## src/rtl/ext_bus_pkg.sv

```systemverilog
// Shared definitions for the external-bus target: register offsets, STATUS/CTRL
// bit positions, default decode base and the strobe-tracking state encoding.
package ext_bus_pkg;

  localparam logic [15:0] DEFAULT_BASE_ADDR = 16'hFF00;

  localparam logic [1:0] REG_DATA    = 2'd0;
  localparam logic [1:0] REG_STATUS  = 2'd1;
  localparam logic [1:0] REG_CTRL    = 2'd2;
  localparam logic [1:0] REG_SCRATCH = 2'd3;

  localparam int unsigned ST_TX_FULL   = 0;
  localparam int unsigned ST_FIFO_FULL = 1;
  localparam int unsigned ST_OVF       = 2;
  localparam int unsigned ST_CNT_LSB   = 4;

  localparam int unsigned CTRL_TXIE  = 0;
  localparam int unsigned CTRL_OVFIE = 1;

  typedef enum logic [1:0] {
    S_SYNC,
    S_IDLE,
    S_WRITE,
    S_READ
  } bus_state_t;

  // Unwritten byte lanes read as zero in the committed word.
  function automatic logic [15:0] lane_merge(input logic [15:0] d, input logic [1:0] lanes);
    return {lanes[1] ? d[15:8] : 8'h00, lanes[0] ? d[7:0] : 8'h00};
  endfunction

endpackage

```

## src/rtl/ext_bus_target_if.sv

```systemverilog
// Bus-side and local-side signal bundle of ext_bus_target.
// master = host/local logic driving the target, slave = the target itself.
interface ext_bus_target_if;
  logic [15:0] ADDR;
  logic        RDN;
  logic        WR0N;
  logic        WR1N;
  logic [15:0] DBUS_IN;
  logic [15:0] DBUS_OUT;
  logic        DBUS_OE;
  logic        INT;
  logic [15:0] RX_DATA;
  logic        RX_VALID;
  logic        RX_READY;
  logic [15:0] TX_DATA;
  logic        TX_LOAD;
  logic        TX_FULL;

  modport master (
    output ADDR, RDN, WR0N, WR1N, DBUS_IN, RX_READY, TX_DATA, TX_LOAD,
    input  DBUS_OUT, DBUS_OE, INT, RX_DATA, RX_VALID, TX_FULL
  );

  modport slave (
    input  ADDR, RDN, WR0N, WR1N, DBUS_IN, RX_READY, TX_DATA, TX_LOAD,
    output DBUS_OUT, DBUS_OE, INT, RX_DATA, RX_VALID, TX_FULL
  );
endinterface

```

## src/rtl/ext_bus_fifo.sv

```systemverilog
// Synchronous bus-to-local FIFO; DEPTH must be a power of two (2..16).
// A push while full is accepted only when a pop happens in the same cycle.
module ext_bus_fifo #(
  parameter int unsigned DEPTH = 4,
  parameter int unsigned WIDTH = 16
) (
  input  logic             CLK,
  input  logic             RESET,
  input  logic             push,
  input  logic             pop,
  input  logic [WIDTH-1:0] din,
  output logic [WIDTH-1:0] dout,
  output logic [4:0]       count,
  output logic             full,
  output logic             empty
);
  localparam int unsigned AW = $clog2(DEPTH);
  localparam logic [AW:0] DEPTH_CNT = (AW+1)'(DEPTH);

  logic [WIDTH-1:0] mem [DEPTH];
  logic [AW-1:0]    wptr_q, rptr_q;
  logic [AW:0]      cnt_q;
  logic             push_ok, pop_ok;

  assign empty   = (cnt_q == '0);
  assign full    = (cnt_q == DEPTH_CNT);
  assign pop_ok  = pop & ~empty;
  assign push_ok = push & (~full | pop_ok);
  assign dout    = mem[rptr_q];
  assign count   = 5'(cnt_q);

  always_ff @(posedge CLK) begin
    if (push_ok) mem[wptr_q] <= din;
  end

  always_ff @(posedge CLK or posedge RESET) begin
    if (RESET) begin
      wptr_q <= '0;
      rptr_q <= '0;
      cnt_q  <= '0;
    end else begin
      if (push_ok) wptr_q <= wptr_q + AW'(1);
      if (pop_ok)  rptr_q <= rptr_q + AW'(1);
      case ({push_ok, pop_ok})
        2'b10:   cnt_q <= cnt_q + (AW+1)'(1);
        2'b01:   cnt_q <= cnt_q - (AW+1)'(1);
        default: cnt_q <= cnt_q;
      endcase
    end
  end
endmodule

```

## src/rtl/ext_bus_target.sv

```systemverilog
// Asynchronous-strobe bus target: DATA/STATUS/CTRL/SCRATCH registers, bus-to-local
// FIFO and a local-to-bus holding register. EXT_BUS_TARGET_IRQ_EN enables CTRL and INT.
module ext_bus_target
  import ext_bus_pkg::*;
#(
  parameter logic [15:0] BASE_ADDR  = DEFAULT_BASE_ADDR,
  parameter int unsigned FIFO_DEPTH = 4
) (
  input logic             CLK,
  input logic             RESET,
  ext_bus_target_if.slave bus
);

  bus_state_t  state_q, state_d;
  logic        sel, wr_low, rd_low;
  logic        cap_en, commit, rd_start, rd_release, oe_d;
  logic [1:0]  lanes_q, cap_off_q, rd_off_q, rd_off;
  logic [15:0] cap_data_q, wdata, rdata, status_word, ctrl_word;
  logic [15:0] scratch_q, hold_q, dout_q;
  logic        oe_q, tx_full_q, ovf_q;
  logic        fifo_push, fifo_pop, fifo_full, fifo_empty;
  logic [4:0]  fifo_count;
  logic [3:0]  cnt4;
  logic [15:0] fifo_dout;
  logic        data_rd_rel;

  assign sel    = (bus.ADDR[15:2] == BASE_ADDR[15:2]);
  assign wr_low = ~bus.WR0N | ~bus.WR1N;
  assign rd_low = ~bus.RDN;

  always_ff @(posedge CLK or posedge RESET) begin
    if (RESET) state_q <= S_SYNC;
    else       state_q <= state_d;
  end

  // S_SYNC waits for every strobe to be released, so a strobe straddling reset
  // or a write overlapping a read never produces a commit or read side effect.
  always_comb begin
    state_d    = state_q;
    cap_en     = 1'b0;
    commit     = 1'b0;
    rd_start   = 1'b0;
    rd_release = 1'b0;
    oe_d       = 1'b0;
    case (state_q)
      S_SYNC: begin
        if (!rd_low && !wr_low) state_d = S_IDLE;
      end
      S_IDLE: begin
        if (sel && wr_low) begin
          state_d = S_WRITE;
          cap_en  = 1'b1;
        end else if (sel && rd_low) begin
          state_d  = S_READ;
          rd_start = 1'b1;
          oe_d     = 1'b1;
        end
      end
      S_WRITE: begin
        if (wr_low) begin
          cap_en = sel;
        end else begin
          commit  = 1'b1;
          state_d = rd_low ? S_SYNC : S_IDLE;
        end
      end
      S_READ: begin
        if (wr_low) begin
          state_d = sel ? S_WRITE : S_SYNC;
          cap_en  = sel;
        end else if (!rd_low) begin
          rd_release = 1'b1;
          state_d    = S_IDLE;
        end else begin
          oe_d = 1'b1;
        end
      end
      default: state_d = S_SYNC;
    endcase
  end

  always_ff @(posedge CLK or posedge RESET) begin
    if (RESET) begin
      lanes_q    <= '0;
      cap_off_q  <= '0;
      cap_data_q <= '0;
      rd_off_q   <= '0;
    end else begin
      if (cap_en) begin
        lanes_q    <= (state_q == S_WRITE ? lanes_q : 2'b00) | {~bus.WR1N, ~bus.WR0N};
        cap_off_q  <= bus.ADDR[1:0];
        cap_data_q <= bus.DBUS_IN;
      end
      if (rd_start) rd_off_q <= bus.ADDR[1:0];
    end
  end

  assign wdata       = lane_merge(cap_data_q, lanes_q);
  assign fifo_push   = commit && (cap_off_q == REG_DATA) && lanes_q[0];
  assign fifo_pop    = ~fifo_empty & bus.RX_READY;
  assign data_rd_rel = rd_release && (rd_off_q == REG_DATA);

  ext_bus_fifo #(
    .DEPTH (FIFO_DEPTH),
    .WIDTH (16)
  ) u_fifo (
    .CLK   (CLK),
    .RESET (RESET),
    .push  (fifo_push),
    .pop   (fifo_pop),
    .din   (wdata),
    .dout  (fifo_dout),
    .count (fifo_count),
    .full  (fifo_full),
    .empty (fifo_empty)
  );

  always_ff @(posedge CLK or posedge RESET) begin
    if (RESET) begin
      ovf_q     <= 1'b0;
      scratch_q <= '0;
      hold_q    <= '0;
      tx_full_q <= 1'b0;
    end else begin
      if (fifo_push && fifo_full && !fifo_pop)
        ovf_q <= 1'b1;
      else if (commit && (cap_off_q == REG_STATUS) && lanes_q[0] && cap_data_q[ST_OVF])
        ovf_q <= 1'b0;
      if (commit && (cap_off_q == REG_SCRATCH)) begin
        if (lanes_q[0]) scratch_q[7:0]  <= cap_data_q[7:0];
        if (lanes_q[1]) scratch_q[15:8] <= cap_data_q[15:8];
      end
      if (bus.TX_LOAD && (!tx_full_q || data_rd_rel)) begin
        hold_q    <= bus.TX_DATA;
        tx_full_q <= 1'b1;
      end else if (data_rd_rel) begin
        hold_q    <= '0;
        tx_full_q <= 1'b0;
      end
    end
  end

`ifdef EXT_BUS_TARGET_IRQ_EN
  logic [1:0] ctrl_q;
  logic       int_q;

  always_ff @(posedge CLK or posedge RESET) begin
    if (RESET) begin
      ctrl_q <= '0;
      int_q  <= 1'b0;
    end else begin
      if (commit && (cap_off_q == REG_CTRL) && lanes_q[0]) ctrl_q <= cap_data_q[1:0];
      int_q <= (ctrl_q[CTRL_TXIE] & tx_full_q) | (ctrl_q[CTRL_OVFIE] & ovf_q);
    end
  end

  assign ctrl_word = {14'b0, ctrl_q};
  assign bus.INT   = int_q;
`else
  assign ctrl_word = '0;
  assign bus.INT   = 1'b0;
`endif

  // Count field is 4 bits wide; a full 16-deep FIFO reports 15 (FIFO full bit is exact).
  assign cnt4 = fifo_count[4] ? 4'hF : fifo_count[3:0];

  always_comb begin
    status_word                   = '0;
    status_word[ST_TX_FULL]       = tx_full_q;
    status_word[ST_FIFO_FULL]     = fifo_full;
    status_word[ST_OVF]           = ovf_q;
    status_word[ST_CNT_LSB +: 4]  = cnt4;
  end

  assign rd_off = rd_start ? bus.ADDR[1:0] : rd_off_q;

  always_comb begin
    rdata = '0;
    case (rd_off)
      REG_DATA:    rdata = tx_full_q ? hold_q : '0;
      REG_STATUS:  rdata = status_word;
      REG_CTRL:    rdata = ctrl_word;
      REG_SCRATCH: rdata = scratch_q;
      default:     rdata = '0;
    endcase
  end

  always_ff @(posedge CLK or posedge RESET) begin
    if (RESET) begin
      dout_q <= '0;
      oe_q   <= 1'b0;
    end else begin
      dout_q <= oe_d ? rdata : '0;
      oe_q   <= oe_d;
    end
  end

  assign bus.DBUS_OUT = dout_q;
  assign bus.DBUS_OE  = oe_q;
  assign bus.RX_DATA  = fifo_dout;
  assign bus.RX_VALID = ~fifo_empty;
  assign bus.TX_FULL  = tx_full_q;

endmodule

```

## src/flat_wrapper.sv

```systemverilog
// flat-port wrapper written by rule: the top's interface ports become plain ports
module ext_bus_target_flat import ext_bus_pkg::*;
#(
  parameter logic [15:0] BASE_ADDR  = DEFAULT_BASE_ADDR,
  parameter int unsigned FIFO_DEPTH = 4
)
  (CLK, RESET, bus_ADDR, bus_RDN, bus_WR0N, bus_WR1N, bus_DBUS_IN, bus_RX_READY, bus_TX_DATA, bus_TX_LOAD, bus_DBUS_OUT, bus_DBUS_OE, bus_INT, bus_RX_DATA, bus_RX_VALID, bus_TX_FULL);
  ext_bus_target_if bus_i ();
  input logic CLK;
  input logic RESET;
  input wire logic [$bits(bus_i.ADDR)-1:0] bus_ADDR;
  input wire logic [$bits(bus_i.RDN)-1:0] bus_RDN;
  input wire logic [$bits(bus_i.WR0N)-1:0] bus_WR0N;
  input wire logic [$bits(bus_i.WR1N)-1:0] bus_WR1N;
  input wire logic [$bits(bus_i.DBUS_IN)-1:0] bus_DBUS_IN;
  input wire logic [$bits(bus_i.RX_READY)-1:0] bus_RX_READY;
  input wire logic [$bits(bus_i.TX_DATA)-1:0] bus_TX_DATA;
  input wire logic [$bits(bus_i.TX_LOAD)-1:0] bus_TX_LOAD;
  output wire logic [$bits(bus_i.DBUS_OUT)-1:0] bus_DBUS_OUT;
  output wire logic [$bits(bus_i.DBUS_OE)-1:0] bus_DBUS_OE;
  output wire logic [$bits(bus_i.INT)-1:0] bus_INT;
  output wire logic [$bits(bus_i.RX_DATA)-1:0] bus_RX_DATA;
  output wire logic [$bits(bus_i.RX_VALID)-1:0] bus_RX_VALID;
  output wire logic [$bits(bus_i.TX_FULL)-1:0] bus_TX_FULL;
  assign bus_i.ADDR = bus_ADDR;
  assign bus_i.RDN = bus_RDN;
  assign bus_i.WR0N = bus_WR0N;
  assign bus_i.WR1N = bus_WR1N;
  assign bus_i.DBUS_IN = bus_DBUS_IN;
  assign bus_i.RX_READY = bus_RX_READY;
  assign bus_i.TX_DATA = bus_TX_DATA;
  assign bus_i.TX_LOAD = bus_TX_LOAD;
  assign bus_DBUS_OUT = bus_i.DBUS_OUT;
  assign bus_DBUS_OE = bus_i.DBUS_OE;
  assign bus_INT = bus_i.INT;
  assign bus_RX_DATA = bus_i.RX_DATA;
  assign bus_RX_VALID = bus_i.RX_VALID;
  assign bus_TX_FULL = bus_i.TX_FULL;
  ext_bus_target #(.BASE_ADDR(BASE_ADDR), .FIFO_DEPTH(FIFO_DEPTH)) u_core (.CLK(CLK), .RESET(RESET), .bus(bus_i));
endmodule
```

## config.mk

```make
export PLATFORM = sky130hd
export DESIGN_NAME = ext_bus_target_flat
export DESIGN_NICKNAME = d
export VERILOG_FILES = /design/src/rtl/ext_bus_pkg.sv /design/src/rtl/ext_bus_target_if.sv /design/src/rtl/ext_bus_fifo.sv /design/src/rtl/ext_bus_target.sv /design/src/flat_wrapper.sv
export SDC_FILE = /design/constraint.sdc
export NUM_CORES = 1
export LEC_CHECK = 0
export BUFFER_PORTS_ARGS = -buffer_cell sky130_fd_sc_hd__buf_2
export CAP_MARGIN = 10
export CORE_MARGIN = 2
export CORE_UTILIZATION = 50
export CTS_BUF_LIST = sky130_fd_sc_hd__clkbuf_16
export DETAILED_ROUTE_END_ITERATION = 6
export PLACE_DENSITY = 0.82
export SLEW_MARGIN = 30
export SYNTH_ARGS = -nofsm -noshare
export SYNTH_HDL_FRONTEND = slang
export SYNTH_HIERARCHICAL = 1
export SYNTH_SLANG_ARGS = --single-unit
```

## constraint.sdc

```tcl
create_clock -name CLK -period 3.91 [get_ports CLK]
set_clock_uncertainty 0.05 [all_clocks]
set_input_delay 0.1955 -clock CLK [delete_from_list [all_inputs] [get_ports CLK]]
set_output_delay 0.1955 -clock CLK [all_outputs]
set_load 0.01 [all_outputs]
```

Yosys cells after proc, flatten, opt, wreduce, memory -nomap -nowiden. Memory sizes are Yosys's and may differ from the RTL's. Cells that the tools add are included.

Input port bits: 55. Memories kept: 1. Memory bits (writable): 64. Bits in registers: 82. Output and inout bits: 36.

Memory list: u_core.u_fifo.mem (words 4, width 16, rd ports 1, clocked after memory_dff 0, write ports 1, line ext_bus_fifo.sv:20) `logic [WIDTH-1:0] mem [DEPTH];`.

Bitwise operators: 11. Muxes and demuxes: 39. Equal/unequal tests: 16. Reduce and logical (&&, ||, !) cells: 29. $add $sub $neg: 4.

Operator list (count): $mux W16 (4); $pmux W16 S4 (1); $mux W1 (19); $mux W2 (9); $mux W8 (2); $eq A14 B14 Y1 const B (1); $logic_and A1 B1 Y1 (13); $eq A2 B2 Y1 const B (6); $eq A2 B1 Y1 const B (4); $logic_not A2 Y1 (4); $pmux W2 S4 (1); $pmux W3 S2 (1); $reduce_bool A2 Y1 (3); $not A1 Y1 (5); $add A2 B1 Y2 const B (2); $pmux W1 S2 (2); $reduce_and A2 Y1 (2); $reduce_and A4 Y1 (1); $add A3 B1 Y3 const B (1); $and A1 B1 Y1 (3); $eq A3 B3 Y1 const B (1); $logic_not A1 Y1 (3); $logic_not A3 Y1 (1); $ne A3 B1 Y1 const B (1); 8 further kinds (9).

Logic depth before layout (Yosys ltp). Gate-level depths: netlist (run 1).

Depth after elaboration: 9. Depth in mapped cells: 9. Mapped depth without buffers: 8.

Modules after synthesis. The synthesis (run 1) kept the hierarchy.

By module, submodules not included: ext_bus_target (seq. area each 1876.8 µm², cells each 256, area each 3219.3 µm², instances 1); ext_bus_fifo (seq. area each 2097.0 µm², cells each 141, area each 2847.7 µm², instances 1).

Least setup slack after synthesis (run 1). OpenSTA, ideal clock, no wires.

Kind: register to register. Start point: register u_core.state_q[1]. End point: register u_core.dout_q[10], in the netlist u_core/bus.DBUS_OUT[10]. Stages on the path, launching flop included: 8. Slack: 1.597 ns. Arrival time: 2.142 ns. Library setup time: 0.121 ns. Cells stage by stage: dfrtp_1 > or3_1 > or4_1 > buf_6 > mux2_4 > and3_4 > buf_6 > a22o_1.

Word-level cells in the longest chain between the ends: 6.

RTL lines: from (decl) (line ext_bus_target.sv:14) `bus_state_t state_q, state_d;`; from (signal assigned) (line ext_bus_target.sv:33) `else state_q <= state_d;`; $eq A2 B1 Y1 (line ext_bus_target.sv:45) `case (state_q)`; $mux W1 (line ext_bus_target.sv:45); $mux W2; $eq A2 B2 Y1 (tied with other cells) (line ext_bus_target.sv:179) `case (rd_off)`; $pmux W16 S4 (line ext_bus_target.sv:179); $mux W16 * (line ext_bus_target.sv:193) `dout_q <= oe_d ? rdata : '0;`; to (signal assigned) (line ext_bus_target.sv:193); to (decl) (line ext_bus_target.sv:19) `logic [15:0] scratch_q, hold_q, dout_q;`.

Every way passes the cells marked *; elsewhere a longest branch is shown, timed or not. A chain may end at the register's enable or synchronous reset.

Worst setup path after layout (run 1).
Start point: input port bus_WR1N. End point: register u_core.u_fifo.cnt_q[2].

Word-level cells in the longest chain between the ends: 9.

RTL lines: from (decl) (line flat_wrapper.sv:14) `input wire logic [$bits(bus_i.WR1N)-1:0] bus_WR1N;`; $not A1 Y1 * (line ext_bus_target.sv:28) `assign wr_low = ~bus.WR0N | ~bus.WR1N;`; $or A1 B1 Y1 * (line ext_bus_target.sv:28); $mux W1 * (line ext_bus_target.sv:60) `if (wr_low) begin`; $mux W1 * (line ext_bus_target.sv:45); $logic_and A1 B1 Y1 * (2 in a row) (line ext_bus_target.sv:99) `assign fifo_push = commit && (cap_off_q == REG_DATA) && lanes_q[0];`; named net u_core.fifo_push (line ext_bus_target.sv:21) `logic fifo_push, fifo_pop, fifo_full, fifo_empty;`; $and A1 B1 Y1 * (line ext_bus_fifo.sv:28) `assign push_ok = push & (~full | pop_ok);`; $eq A2 B1 Y1 or $eq A2 B2 Y1 (tied branches) (line ext_bus_fifo.sv:44) `case ({push_ok, pop_ok})`; $pmux W3 S2 or $reduce_bool A2 Y1 (tied branches); to (signal assigned) (line ext_bus_fifo.sv:45) `2'b10: cnt_q <= cnt_q + (AW+1)'(1);`; to (signal assigned) (line ext_bus_fifo.sv:46) `2'b01: cnt_q <= cnt_q - (AW+1)'(1);`; to (signal assigned) (line ext_bus_fifo.sv:47) `default: cnt_q <= cnt_q;`; to (decl) (line ext_bus_fifo.sv:22) `logic [AW:0] cnt_q;`.

Mark *: on every way through the listed nets, which the timed path passes. The rest lies on a longest branch.

==> impl_metrics.yaml, run 1 <==
timing:
  setup_violations: 0
  final_hold_viol_count: 0
  tns_ns: 0
  finalCriticalPeriod_ns: 2.87
  relSlewSlack_pct: 40.7
  min_period_over_period_pct: 73.4
  worst_slew_pin_slew_ns: 0.889
  drv_slew: 0
  worst_slack_ns: 1.04
  rsz0062_at_grt: "false"
  max_freq_mhz: 349
synth:
  synth_area_mm2: 0.00607
  synth.distinct_cells: 59
  async_flop_share_pct: 56.2
  synthCells: 397
  synth_ff_type: "dfrtp_1"
  ys_warn_count: 6
  ys_seq_area_share_pct: 65.5
  ys_ff_latch: 146
  synth_edf_count: 64
  syn_avg_cell_area_um2: 15.3
power:
  swShare_pct: 19.9
  leakage_nw: 3.54
  seqPwrFrac_pct: 48.6
  p_per_area_mw_per_mm2: 444
  p_switching_mw: 0.669
  max-vdd-ir-drop_uv: 176
  clkPwrFrac_pct: 48.0
  p_int_mw: 2.69
  power_mw: 3.36
  pwr-share-comb_pct: 3.4
clock_tree:
  cts_sinks: 146
  ctsLongestPathBuffers: 2
  cts_buffers: 17
  path_clk_slew_ns: 0.06
  cts_tree: "yes"
  clock_latency_ns: 0.41
  cts_setup_buffers: 0
  root_buffer: "clkbuf_16"
  htree_num_levels: 4
floorplanning:
  rows: 40
  die-area_mm2: 0.0130
  initial_utilization_pct: 50.9
  die_x_um: 114
  core-area_mm2: 0.0119
  boundaryPins: 91
  die_h_um: 114
layout:
  fin_area_mm2: 0.00756
  drive_above_1_share_pct: 34.5
  area_delta_synth_final_pct: 24.7
  diodes: 0
  final_common_cell: "buf_2"
  final_nets: 584
  fill_cells: 840
  final_cell_mix: "buf_2, dfrtp_1, edfxtp_1"
global_route:
  grt_usage_pct: 20.0
  antenna_found_initial: 0
  grt-ovfl-total: 0
  grt_pass1_vias: 3860
  grt_start_max_net_pins: 48
  grt_pass1_wl_um: 19600
worst_setup_path:
  crit_path_start_kind: "input pin"
  cp_data_required_time_ns: 4.21
  r2r.worst_path.cells: 8
  cp-end-kind: "flop"
  path_max_fanout: 9
  crit_arrival_ns: 3.16
  critical_path_class: "input pin to flop"
outcome:
  outcome: "finished, final reports clean"
detailed_routing:
  viasPerCell: 5.36
  drc: 0
  wl_per_cell_um: 17.8
  antenna_left: 0
  num_vias: 3667
  drtPass1Iterations: 4
  routed_wl_um: 12200
  drt-initial-drc-count: 272
worst_hold_path:
  holdCritPathClass: "input pin to flop"
  hold_depth: 2
placement:
  gp_congestion: 0.821
  dp_hpwl_um: 8290
  placed_area_mm2: 0.00660
  place_ws_ns: 1.16
  port_buffers: 89
job:
  drv_cap: 0
[state kept, by name, summed over array words and instances, names as in the netlist, 3 cells and up]
| signal | count |
|---|---|
| u_core/bus.DBUS_OUT | 16 |
| u_core/cap_data_q | 16 |
| u_core/hold_q | 16 |
| u_core/scratch_q | 16 |
| u_core/u_fifo/cnt_q | 3 |
| u_core/u_fifo/mem | 64 |
[through the flow]
| step | hold WS (ns) | std cells | utilization, % |
|---|---|---|---|
| 2_1_floorplan | -0.0511 | 398 | - |
| 4_1_cts | 0.0449 | 684 | 63.5 |
| 6_report | 0.0614 | 684 | 63.5 |
| 5_1_grt | 0.0613 | 684 | 63.5 |
| 3_3_place_gp | 0.109 | 616 | 55.4 |
| 3_5_place_dp | 0.121 | 616 | 55.4 |
[worst paths after layout]
kind | start | to | slack (ns)
min reg2reg | u_core/scratch_q[10] | u_core/bus.DBUS_OUT[10] | 0.45
min in group asynchronous | RESET | u_core/u_fifo/cnt_q[1] | 0.24
max in group asynchronous | RESET | u_core/bus.DBUS_OUT[0] | 2.53
max reg2reg | u_core/state_q[1] | u_core/u_fifo/cnt_q[2] | 1.06
min | bus_ADDR[0] | u_core/cap_off_q[0] | 0.06
max | bus_WR1N | u_core/u_fifo/cnt_q[2] | 1.04
[cell usage after synthesis, types with 2 or more instances]
library cell,n,area share (%)
and3_1,2,0.21
inv_1,13,0.80
o31ai_1,4,0.49
and2_1,20,2.1
a21oi_1,8,0.66
nor3_1,3,0.25
mux4_2,16,5.9
nor2_1,9,0.56
nand3_1,3,0.25
nand2_1,17,1.1
xnor2_1,4,0.58
edfxtp_1,64,32
a21boi_0,2,0.25
nand4b_1,2,0.29
dfrtp_1,82,34
nand4_1,2,0.21
mux2_1,5,0.93
mux2_4,3,0.74
o21ai_0,7,0.58
buf_6,3,0.56
mux2_2,29,5.4
clkbuf_1,8,0.49
a221oi_1,4,0.58
nand3b_1,3,0.37
nand2b_1,8,0.82
buf_4,4,0.49
conb_1,2,0.12
mux2i_1,3,0.49
a22o_1,24,3.5
buf_2,5,0.41
nor2b_1,3,0.31
o22ai_1,2,0.21
ha_1,4,0.82
and2_2,4,0.49
[per-layer routing]
| layer | global-route usage, % | part of all wire, % |
|---|---|---|
| met1 | 26.0 | 44 |
| met2 | 33.5 | 51 |
| met3 | 4.39 | 4.2 |
| met4 | 7.24 | 1.2 |
| met5 | 0 | 0 |
[power by group through the flow]
stage	clock network [mW]	logic, mW	registers, mW
2_1_floorplan	0	0.0521	1.65
3_3_place_gp	0	0.0843	1.66
3_5_place_dp	0	0.0873	1.66
4_1_cts	1.64	0.115	1.63
5_1_grt	1.71	0.127	1.63
6_report	1.61	0.115	1.63
[cells by family after synthesis]
logic type | after synthesis | synth area share, %
mux | 57 | 13.7
xor+xnor | 5 | 0.722
simple gates | 87 | 8.33
buf+inv | 34 | 2.83
other cells | 2 | 0.124
flops | 146 | 65.5
fa+ha+maj | 5 | 1.15
compound gates | 61 | 7.63
[cell type report]
type                            instances  area (µm²)  area share [%]
Clock buffer                           19         475            6.29
Clock inverter                         13         130            1.72
Inverter                               14        53.8           0.711
Multi-Input combinational cell        218        1930            25.5
Sequential cell                       146        3980            52.5
Tap cell                              147         184            2.43
Timing Repair Buffer                  127         821            10.9
[critical path, cell delays in order]
cell	delay (ns)
dlygate4sd3_1	0.52
buf_2	0.16
nand3_1	0.11
nor4b_1	0.51
nor2b_1	0.60
or2_2	0.24
fa_1	0.19
nand3b_1	0.10
or3_2	0.44
nand3_1	0.10
[what timing repair did]
item	in CTS	in global routing
endpoints found under the hold margin	78	0
gates resized for setup	0	0
hold buffers	36	0
Note: power is estimated with default switching activity, not from simulation.
==> run 2: changes to the inputs <==
- PLACE_DENSITY: 0.82 -> 0.85
- clock period: 3.91 -> 2.6 ns (I/O delays scaled with it)
==> impl_metrics.yaml, run 2 (synthesis gave the netlist of run 1 again) <==
worst_setup_path:
  cp_data_required_time_ns: 2.85
  critical_path_class: "flop to flop"
  path_max_fanout: 8
  cp-end-kind: "flop"
  r2r-start: "u_core/state_q[1]"
  crit_arrival_ns: 2.73
  worstPathCellList: "or3_1 > or4_1 > mux2_4 > and3_4 > a22o_1"
  critical_path.max_stage_delay_ns: 0.62
  crit_family: "simple AND/OR/NAND/NOR gates"
  crit_path_start_kind: "flop"
  worst-path-buf-inv: 0
  cp_slowest_cell: "or4_1"
  startpoint: "u_core/state_q[1]"
placement:
  port_buffers: 89
  gp_congestion: 0.839
  place_ws_ns: 0.162
  dp_hpwl_um: 8730
floorplanning:
  initial_utilization_pct: 50.9
  die_x_um: 114
  boundaryPins: 91
  core-area_mm2: 0.0119
  die-area_mm2: 0.0130
  die_h_um: 114
  rows: 40
clock_tree:
  cts_setup_buffers: 0
  ctsLongestPathBuffers: 2
  cts_buffers: 17
  htree_num_levels: 4
  path_clk_slew_ns: 0.06
  root_buffer: "clkbuf_16"
  clock_latency_ns: 0.42
  cts_tree: "yes"
  cts_sinks: 146
power:
  power_mw: 5.10
  max-vdd-ir-drop_uv: 409
  leakage_nw: 3.62
  p_per_area_mw_per_mm2: 659
job:
  drv_cap: 0
timing:
  drv_slew: 0
  worst_slew_pin_slew_ns: 0.789
  tns_ns: 0
  rsz0062_at_grt: "false"
  setup_violations: 0
  final_hold_viol_count: 0
  max_freq_mhz: 404
  relSlewSlack_pct: 47.4
  min_period_over_period_pct: 95.2
  finalCriticalPeriod_ns: 2.47
  worst_slack_ns: 0.125
worst_hold_path:
  holdCritPathClass: "input pin to flop"
  min_from: "bus_RDN"
layout:
  area_delta_synth_final_pct: 27.5
  fill_cells: 813
  final_cell_mix: "buf_2, dfrtp_1, edfxtp_1"
  largest_reg_flops: 64
  drive_above_1_share_pct: 34.8
  diodes: 0
  final_common_cell: "buf_2"
  top_register: "u_core/u_fifo/mem"
  final_nets: 596
detailed_routing:
  drt-initial-drc-count: 331
  antenna_left: 0
  routed_wl_um: 13100
  num_vias: 3931
  drtPass1Iterations: 5
  viasPerCell: 5.65
  wl_per_cell_um: 18.9
  drc: 0
outcome:
  outcome: "finished, final reports clean"
global_route:
  grt_pass1_wl_um: 20700
  antenna_found_initial: 0
  grt-ovfl-total: 0
  grt_usage_pct: 21.3
  grt_pass1_vias: 4019
  grt_start_max_net_pins: 54
run 2: worst paths after layout:
| check | slack (ns) | endpoint | depth (start not counted) |
|---|---|---|---|
| setup reg to reg | 0.13 | u_core/bus.DBUS_OUT[14] | 5 |
| hold reg to reg | 0.45 | u_core/hold_q[1] | 1 |
| setup / recovery | 0.13 | u_core/bus.DBUS_OUT[14] | 5 |
| hold / removal | 0.09 | u_core/state_q[0] | 3 |
| min in group asynchronous | 0.15 | u_core/u_fifo/cnt_q[0] | 3 |
| max in group asynchronous | 1.57 | u_core/cap_data_q[13] | 4 |
run 2: layout make-up:
cell class / instances / area (µm²) / area share [%]
clock buffers: 17 / 425 / 5.50
clock inverters: 15 / 179 / 2.31
inverters: 14 / 52.6 / 0.679
multi-input cells: 218 / 1940 / 25.1
flip-flops and latches: 146 / 3970 / 51.4
well taps: 147 / 184 / 2.38
repair buffers: 139 / 978 / 12.6
run 2: power by group:
part | total [mW] | internal, mW | leakage [nW] | switching [mW]
combinational | 0.188 | 0.107 | 1.47 | 0.0808
sequential | 2.45 | 2.43 | 1.85 | 0.0212
clock | 2.46 | 1.58 | 0.303 | 0.884
run 2: stage by stage:
step / cells / utilization [%] / cell area (µm²) / hold WS, ns
after floorplan: 398 / - / 6070 / -0.117
after global placement: 626 / 56.5 / 6730 / 0.0351
after detailed placement: 626 / 56.5 / 6730 / 0.0375
after CTS: 696 / 64.8 / 7720 / 0.0744
after global routing: 696 / 65.0 / 7740 / 0.103
final: 696 / 65.0 / 7740 / 0.0884
run 2: what timing repair did:
item / in CTS / in global routing
endpoints found under the setup margin: 0 / 3
hold buffers: 38 / 0
resized for setup: 0 / 3
hold endpoints to repair: 66 / 0
run 2: layer usage:
layer	vias to the layer above	global-route usage, %	wire length [µm]
li1	1755	-	-
met1	2018	26.4	5390
met2	142	36.5	6880
met3	16	5.56	650
met4	0	7.48	212
met5	-	0	0
run 2: worst min-delay path: cells and delay by family:
family,cells,cell delay (ns)
and+or+nand+nor,1,0.19
buffers and inverters,1,0.10
AOI/OAI and AO/OA,1,0.10
==> run 3: changes to the inputs <==
- CELL_PAD_IN_SITES_DETAIL_PLACEMENT: unset -> 1
- CELL_PAD_IN_SITES_GLOBAL_PLACEMENT: unset -> 1
- CORE_MARGIN: 2 -> 1.5
- CORE_UTILIZATION: 50 -> 42
- PLACE_DENSITY: 0.85 -> 0.86
==> impl_metrics.yaml, run 3 (synthesis gave the netlist of run 1 again) <==
timing:
  finalCriticalPeriod_ns: 2.41
  max_freq_mhz: 415
  tns_ns: 0
  final_hold_viol_count: 0
  relSlewSlack_pct: 43.5
  setup_violations: 0
  worst_slack_ns: 0.192
  timing.hold.ws_ns: 0.0433
  min_period_over_period_pct: 92.6
  worst_slew_pin_slew_ns: 0.847
  rsz0062_at_grt: "false"
  drv_slew: 0
worst_hold_path:
  holdCritPathClass: "input pin to flop"
clock_tree:
  clock_latency_ns: 0.41
  ctsLongestPathBuffers: 2
  cts_setup_buffers: 0
  cts_buffers: 17
  htree_num_levels: 4
  path_clk_slew_ns: 0.06
  root_buffer: "clkbuf_16"
  cts_tree: "yes"
  cts_sinks: 146
global_route:
  grt_usage_pct: 22.1
  grt_pass1_vias: 4301
  grt_pass1_wl_um: 24200
  grt-ovfl-total: 0
  grt_start_max_net_pins: 76
  antenna_found_initial: 1
floorplanning:
  die_x_um: 123
  boundaryPins: 91
  rows: 43
  die_h_um: 123
  initial_utilization_pct: 43.4
  core-area_mm2: 0.0140
  die-area_mm2: 0.0152
worst_setup_path:
  worst-path-buf-inv: 0
  cp_data_required_time_ns: 2.83
  cp-end-kind: "flop"
  cp_slowest_cell: "or4_4"
  critical_path.max_stage_delay_ns: 0.52
  worstPathCellList: "or3_1 > or4_4 > mux2_4 > nand2b_1 > a221oi_1"
  crit_path_start_kind: "flop"
  crit_family: "simple AND/OR/NAND/NOR gates"
  path_max_fanout: 9
  critical_path_class: "flop to flop"
  crit_arrival_ns: 2.64
placement:
  placedCellCount: 658
  port_buffers: 89
  dp_hpwl_um: 10500
  gp_congestion: 0.819
  placed_area_mm2: 0.00677
  place_ws_ns: 0.109
power:
  leakage_nw: 3.59
  max-vdd-ir-drop_uv: 414
  power_mw: 4.99
  p_per_area_mw_per_mm2: 644
layout:
  fin_util_pct: 55.4
  final_common_cell: "buf_2"
  largest_reg_flops: 64
  final_cells: 728
  final_nets: 594
  top_register: "u_core/u_fifo/mem"
  fin_area_mm2: 0.00775
  area_delta_synth_final_pct: 27.7
  drive_above_1_share_pct: 36.0
  final_cell_mix: "buf_2, dfrtp_1, edfxtp_1"
outcome:
  outcome: "finished, final reports clean"
detailed_routing:
  antenna_left: 0
  drt-initial-drc-count: 256
  drc: 0
  num_vias: 3907
  wl_per_cell_um: 21.5
  viasPerCell: 5.37
  routed_wl_um: 15600
  drtPass1Iterations: 4
job:
  drv_cap: 0
## run 3: cell types whose count changed in the layout (fill, tap and decap cells not counted), sizes merged
cell,before,now
bufinv,4,1
inv,19,22
buf,101,100
clkinv,3,4
clkinvlp,3,2
diode,0,1
dlygate4sd3,38,37
## run 3: worst reg2reg max path: stages, from the launching register on
cell      delay [ns]
dfrtp_1         0.44
or3_1           0.39
or4_4           0.52
mux2_4          0.39
nand2b_1        0.17
a221oi_1        0.33
## run 3: layout make-up
type,count,area [µm²]
fillers,1365,6240
inverters,14,52.6
multi-input cells,218,1960
well taps,180,225
repair buffers,137,961
clock buffers,17,425
diodes,1,2.50
flip-flops and latches,146,3970
clock inverters,15,146
## run 3: timing repair
item / 4_1_cts / 5_1_grt
hold endpoints to repair: 118 / 0
hold buffers: 37 / 0
gates resized for setup: 1 / 4
setup endpoints to repair: 1 / 6
## run 3: report_power, final
group	switching [mW]	internal (mW)
sequential	0.0226	2.42
clock	1.01	1.34
combinational	0.0822	0.106
## run 3: path summary, 6_finish.rpt
| check | startpoint | end | slack [ns] | depth (start not counted) |
|---|---|---|---|---|
| setup reg to reg | u_core/state_q[1] | u_core/bus.DBUS_OUT[6] | 0.19 | 5 |
| hold / removal | bus_ADDR[0] | u_core/cap_off_q[0] | 0.04 | 2 |
| min in group asynchronous | RESET | u_core/u_fifo/cnt_q[2] | 0.16 | 3 |
| max in group asynchronous | RESET | u_core/bus.DBUS_OUT[12] | 1.87 | 4 |
| hold reg to reg | u_core/hold_q[7] | u_core/hold_q[7] | 0.46 | 1 |
| setup / recovery | u_core/state_q[1] | u_core/bus.DBUS_OUT[6] | 0.19 | 5 |
## run 3: layer usage
metal | wire [µm] | global-route usage (%) | share of wire, %
met3 | 539 | 4.43 | 3.4
met1 | 6370 | 26.0 | 41
met2 | 8420 | 40.2 | 54
met5 | 0 | 0 | 0
met4 | 308 | 7.83 | 2.0
